**src/rtl/multi_edge_detect.sv**
```systemverilog
// Multi-channel edge detector: per-channel synchroniser, glitch filter and
// selectable edge mode, producing one-cycle pulses and sticky pending flags.
module multi_edge_detect #(
    parameter int               WIDTH       = 4,
    parameter int               SYNC_STAGES = 2,
    parameter int               FILTER      = 0,
    parameter logic [WIDTH-1:0] INIT        = {WIDTH{1'b0}}
) (
    input  logic                 clk,
    input  logic                 rst_b,
    input  logic [WIDTH-1:0]     din,
    input  logic [2*WIDTH-1:0]   mode,
    input  logic [WIDTH-1:0]     clr,
    output logic [WIDTH-1:0]     level,
    output logic [WIDTH-1:0]     pulse,
    output logic [WIDTH-1:0]     pending,
    output logic                 irq
);

    localparam int               CNT_W   = (FILTER > 0) ? $clog2(FILTER + 1) : 1;
    localparam logic [CNT_W-1:0] CNT_MAX = CNT_W'(FILTER);

    logic [WIDTH-1:0] sync_q [SYNC_STAGES];
    logic [WIDTH-1:0] sync_d [SYNC_STAGES];
    logic [CNT_W-1:0] cnt_q  [WIDTH];
    logic [CNT_W-1:0] cnt_d  [WIDTH];
    logic [WIDTH-1:0] level_q, level_d;
    logic [WIDTH-1:0] pulse_q, pulse_d;
    logic [WIDTH-1:0] pending_q, pending_d;

    logic [WIDTH-1:0] s;
    logic [WIDTH-1:0] rise, fall;
    logic [WIDTH-1:0] mode_rise, mode_fall;

    // Only the last synchroniser stage is ever observed by downstream logic.
    assign s = sync_q[SYNC_STAGES-1];

    always_comb begin
        sync_d[0] = din;
        for (int k = 1; k < SYNC_STAGES; k++) begin
            sync_d[k] = sync_q[k-1];
        end
    end

    // A disagreement must persist for FILTER+1 samples; any agreement restarts it.
    always_comb begin
        level_d = level_q;
        for (int i = 0; i < WIDTH; i++) begin
            cnt_d[i] = '0;
            if (s[i] != level_q[i]) begin
                if (cnt_q[i] == CNT_MAX) begin
                    level_d[i] = s[i];
                end else begin
                    cnt_d[i] = cnt_q[i] + 1'b1;
                end
            end
        end
    end

    always_comb begin
        mode_rise = '0;
        mode_fall = '0;
        for (int i = 0; i < WIDTH; i++) begin
            mode_rise[i] = mode[2*i];
            mode_fall[i] = mode[2*i+1];
        end
    end

    assign rise      = level_d & ~level_q;
    assign fall      = ~level_d & level_q;
    assign pulse_d   = (rise & mode_rise) | (fall & mode_fall);
    assign pending_d = pulse_d | (pending_q & ~clr);

    always_ff @(posedge clk or negedge rst_b) begin
        if (!rst_b) begin
            for (int k = 0; k < SYNC_STAGES; k++) begin
                sync_q[k] <= INIT;
            end
            for (int i = 0; i < WIDTH; i++) begin
                cnt_q[i] <= '0;
            end
            level_q   <= INIT;
            pulse_q   <= '0;
            pending_q <= '0;
        end else begin
            for (int k = 0; k < SYNC_STAGES; k++) begin
                sync_q[k] <= sync_d[k];
            end
            for (int i = 0; i < WIDTH; i++) begin
                cnt_q[i] <= cnt_d[i];
            end
            level_q   <= level_d;
            pulse_q   <= pulse_d;
            pending_q <= pending_d;
        end
    end

    assign level   = level_q;
    assign pulse   = pulse_q;
    assign pending = pending_q;
    assign irq     = |pending_q;

endmodule

```
**config.mk**
```make
export PLATFORM = sky130hd
export DESIGN_NAME = multi_edge_detect
export DESIGN_NICKNAME = d
export VERILOG_FILES = /design/src/rtl/multi_edge_detect.sv
export SDC_FILE = /design/constraint.sdc
export NUM_CORES = 1
export LEC_CHECK = 0
export CAP_MARGIN = 5
export CORE_AREA = 2 2 39 41
export CTS_CLUSTER_SIZE = 40
export DETAILED_ROUTE_END_ITERATION = 12
export DIE_AREA = 0 0 41 43
export DONT_BUFFER_PORTS = 1
export PLACE_DENSITY = 0.74
export SYNTH_ARGS = -nofsm -noshare
export SYNTH_HDL_FRONTEND = slang
export SYNTH_SLANG_ARGS = --single-unit
```
**constraint.sdc**
```tcl
create_clock -name clk -period 0.9 [get_ports clk]
set_input_delay 0.18 -clock clk [delete_from_list [all_inputs] [get_ports clk]]
set_output_delay 0.18 -clock clk [all_outputs]
set_load 0.01 [all_outputs]
```
**Word level (Yosys, flattened, before mapping)**

Index checks and enable logic that the tools add are counted.

- Mux-type cells: 16
- Shifts and indexed selects: 0
- Multipliers: 0
- Magnitude comparators: 0
- Bitwise gates (word level): 10
- Reduce and logical (&&, ||, !) cells: 1
- Add/subtract/negate cells: 4
- Div/mod/pow operators: 0
- Equality and inequality tests: 4

Operator list:

| kind | number |
|---|---|
| 4-bit AND | 5 |
| 1-bit 2-to-1 mux | 16 |
| 4-bit inverter | 3 |
| 4-bit OR | 2 |
| 1-bit adder (second input constant) | 4 |
| 1-bit inequality test | 4 |
| 4-bit OR reduction | 1 |

- Memories: 0
- Latch bits: 0
- Output and inout bits: 13
- Bits in writable memories: 0
- Bits in registers: 24
- Input bits: 18
- Word-level logic and storage cells: 44
- Bits in read-only memories: 0

**Logic depth before layout (Yosys ltp)**

- Depth after elaboration: 7
- Gate-level depth with buffers: 2
- Mapped depth without buffers: 2

**Least setup slack after synthesis**

Ideal clock, no wire load.

- Path type: register to output
- From: reg pending_q[3], in the netlist pending[3]
- To: out irq
- Data arrival time: 0.613 ns
- Stages on the path, launching flop included: 3
- Path slack: 0.107 ns
- Buffers on the path: 0
- Required time: 0.720 ns
- Path through: dfrtp_1 -> inv_1 -> nand4_1

- Longest elaborated chain between the ends: 1

RTL lines:

| element | RTL line | source |
|---|---|---|
| start, declared | 29 | `logic [WIDTH-1:0] pending_q, pending_d;` |
| start signal, assigned | 94 | `pending_q <= pending_d;` |
| 4-bit OR reduction | 101 | `assign irq = \|pending_q;` |
| end, declared | 17 | `output logic irq` |

Every way passes these cells.

**Worst setup path after layout**

- From: reg pending_q[1], in the netlist pending[1]
- To: out irq

Same word-level chain as after synthesis.

==> results by stage <==
Drt:
- The pre-antenna-repair detailed-routing pass consisted of 2 iterations.
- In the detailed route, the total length drawn on met2 is 427 um.
- The highest metal layer with signal wires is met3.
- Wires add up to roughly 960 um.
- In the routed design, unresolved DRC markers number 0.
- The average vias per placed instance is around 5.2.
- The total routed wire length on the met1 layer is 417 um.
- The detail route stage leaves a number of antenna-violating nets equal to 0.
- In the final routed layout, each cell accounts on average for 13.9 um.
- The via count of the routed design is 361.
- The DRC marker count from the first detailed-route iteration is 4.
- Summed over all nets, wire length on met3 after detailed routing comes to approximately 110 um.

Critical path:
- STA classifies the critical path endpoint as a primary output.
- The peak fanout along the critical path is 2.
- The critical path startpoint category is a flop.
- The critical path required time is 0.72 ns.
- The startpoint-to-endpoint class of the critical path is flop to primary output.
- The worst endpoint data arrival time is 0.95 ns.
- The number of cells on the worst reg-to-reg path is 2.
- In this run the critical register-to-register path is launched from level[0].
- The startpoint of the most critical setup path is pending[1].

Placed design:
- The number of placed instances, taps included, is 59.
- The post-detailed-placement half-perimeter wirelength is 710 um.
- The final weighted congestion in routability-driven placement is about 0.66.
- The number of buffer cells added on primary ports is 0.

Floorplanning:
- The die is 41 um wide.
- The floorplan has 14 rows.
- The area of the core is about 0.0014 mm^2.
- The starting density of the core is 0.460.
- The overall die area is about 0.0018 mm^2.
- The overall die height is 43 um.
- The number of top-level design ports is 31.

Timing:
- The worst setup skew after layout is 0.00287 ns.
- The worst pin sits at a relative slew slack of 0.435.
- Setup slack on the critical path of the routed design comes to -0.234 ns.
- The slew of the pin with the lowest slew margin is approximately 0.85 ns.
- The share of the clock period used by the worst path after layout is 1.26.
- The worst path in the final design needs a cycle of 1.13 ns, including I/O delays and setup.
- The worst hold slack is 0.0202 ns.
- Setup violations remaining at the end of the flow were counted as 8.
- The final count of pins violating max slew was 0.
- Based on the critical path, the design can be clocked at up to 882 MHz.
- Setup repair after global routing could not meet its margin everywhere.
- The number of failing hold endpoints at the final stage is 0.

Min path:
- The classification of the worst-slack hold path is input pin to flop.
- In this run the most critical hold path is launched from clr[3].
- The cell depth of the worst min-delay path is 1.

CTS:
- The clock transition at the register clock pins on the worst setup and hold paths after CTS is 0.10 ns.
- No sink is reached through more buffers than the 2 on the longest clock path.
- The cell chosen for the clock root is clkbuf_4.
- The clock drives 20 sinks.
- The total clock buffers created by CTS is 3.
- CTS built an H-tree with a depth of 1.
- Buffers added to address setup during post-CTS repair amount to 0.
- The clock tree from TritonCTS is done.
- At the later pin of the worst-skew pair, clock insertion delay measures 0.29 ns.

Flow run:
- Across the run, the number of max-cap violations was 0.

GRT:
- The first-pass GRT wire length is 1530 um.
- For this run the aggregate overflow at the end of global routing stands at 0.
- Entering global routing, the biggest net connects 21 pins.
- The number of global-route vias before repair came to 409.
- For this run, the total global-route usage over all layers was measured as 0.133.
- The initial antenna violation count is 0.

Yosys:
- The synthesized netlist cell count is 45.
- The number of distinct standard cells referenced by the synthesized netlist is 8.
- After synthesis, the mean cell area works out to between 10 and 15 um^2.
- The number of synthesized register bits is 20.
- The post-synthesis cell area is 637 um^2.
- The net count after synthesis is 63.
- In the post-synthesis netlist, the biggest area contributors are dfrtp_1, o221ai_1, nand3b_1.
- The Yosys step of the flow raised 0 warnings.
- The share of synthesized area in the top cell type comes to 0.786.
- Of all cell types, the one taking the most synthesized area is dfrtp_1.
- The fraction of the yosys area taken by sequential cells is 0.786.

Power:
- The cell internal power dissipation is between 1 and 1.5 mW.
- The portion of total power attributed to combinational logic is 0.072.
- The clock network power share is 0.305.
- The switching power summed over all nets is 0.358 mW.
- Of the total power, the share spent switching nets is 0.221.
- The sum of internal, switching and leakage power is 1.62 mW.
- For this design the static power due to leakage is 0.351 nW.
- The peak supply drop is approximately 1.2 mV.
- Of the total power, registers draw 0.623.
- The total power divided by cell area is between 2000 and 2500 mW/mm^2.

Final layout:
- After the last flow step, the layout net total stands at just over 70.
- The antenna diode instance count is 0.
- The leading cell type in the layout, fill and taps excluded is dfrtp_1.
- In the layout the commonest cells are dfrtp_1, dlygate4sd3_1.
- The finished layout holds between 60 and 70 standard cells, fillers aside.
- Fill cells in the final layout number 112.
- The utilization of the core after routing is 0.553.
- From synthesis to final layout, the design area changed by 20.2%.
- The fraction of final layout cells with drive strength greater than 1 is 0.189.

Run status:
- The flow ran to the end, but the final reports show violations.
- The checks that failed: negative setup slack.
-- cell usage after synthesis --
cell type  number
clkbuf_1        4
o221ai_1        4
nand4_1         1
dfrtp_1        20
o21ai_0         4
nand2_1         4
nand3b_1        4
inv_1           4
-- power groups by stage --
stage | Clock [mW] | Combinational (mW) | Sequential, mW
after floorplan | 0 | 0.0504 | 1.02
after global placement | 0 | 0.0726 | 1.02
after detailed placement | 0 | 0.0761 | 1.03
after CTS | 0.528 | 0.113 | 1.01
after global routing | 0.561 | 0.135 | 1.02
final | 0.494 | 0.117 | 1.01
-- cell families (layout without fill, tap and decap cells) --
logic type | count (synthesis) | after routing | share of synthesized area
buf+inv | 8 | 16 | 0.0471
compound gates | 8 | 8 | 0.0864
simple gates | 9 | 9 | 0.0806
flops | 20 | 20 | 0.786
-- sequential cells by signal, indices dropped and copies added (netlist names) --
signal	cells
pending	4
s	4
pulse	4
sync_d	4
level	4
-- final cells by class --
| type | instances | area (um^2) | share of cell area |
|---|---|---|---|
| Clock buffer | 4 | 36.3 | 0.0474 |
| Inverter | 4 | 15.0 | 0.0196 |
| Tap cell | 16 | 20.0 | 0.0261 |
| Timing Repair Buffer | 8 | 85.1 | 0.111 |
| Sequential cell | 20 | 503 | 0.657 |
| Multi-Input combinational cell | 17 | 106 | 0.139 |
-- layer usage --
layer,up-vias,global-route usage
met5,-,0
met4,0,0.0800
met3,0,0.0314
met2,26,0.225
met1,168,0.138
li1,167,-
-- worst max-delay path, cell delays in order (launching register included) --
cell,delay (ns)
dfrtp_1,0.41
inv_1,0.09
nand4_1,0.16
-- per-stage QoR --
step	cell area, um^2	setup TNS, ns	setup WS, ns
after floorplan	637	0	0.107
after global placement	657	0	0.100
after detailed placement	657	0	0.0930
after CTS	747	-3.35	-0.248
after global routing	766	-1.04	-0.328
final	766	-0.499	-0.234
-- final timing paths --
path / end / slack, ns
setup / recovery: irq / -0.23
hold / removal: pending[3] / 0.02
setup reg to reg: pending[0] / 0.09
hold reg to reg: s[1] / 0.36
max in group asynchronous: pending[2] / 0.27
min in group asynchronous: pending[3] / 0.06
-- timing repair --
action	4_1_cts	5_1_grt
resized for setup	1	6
setup endpoints to repair	13	33
hold buffers	5	1
pin swaps	0	1
hold endpoints to repair	24	1
(Power assumes the default switching activity.)
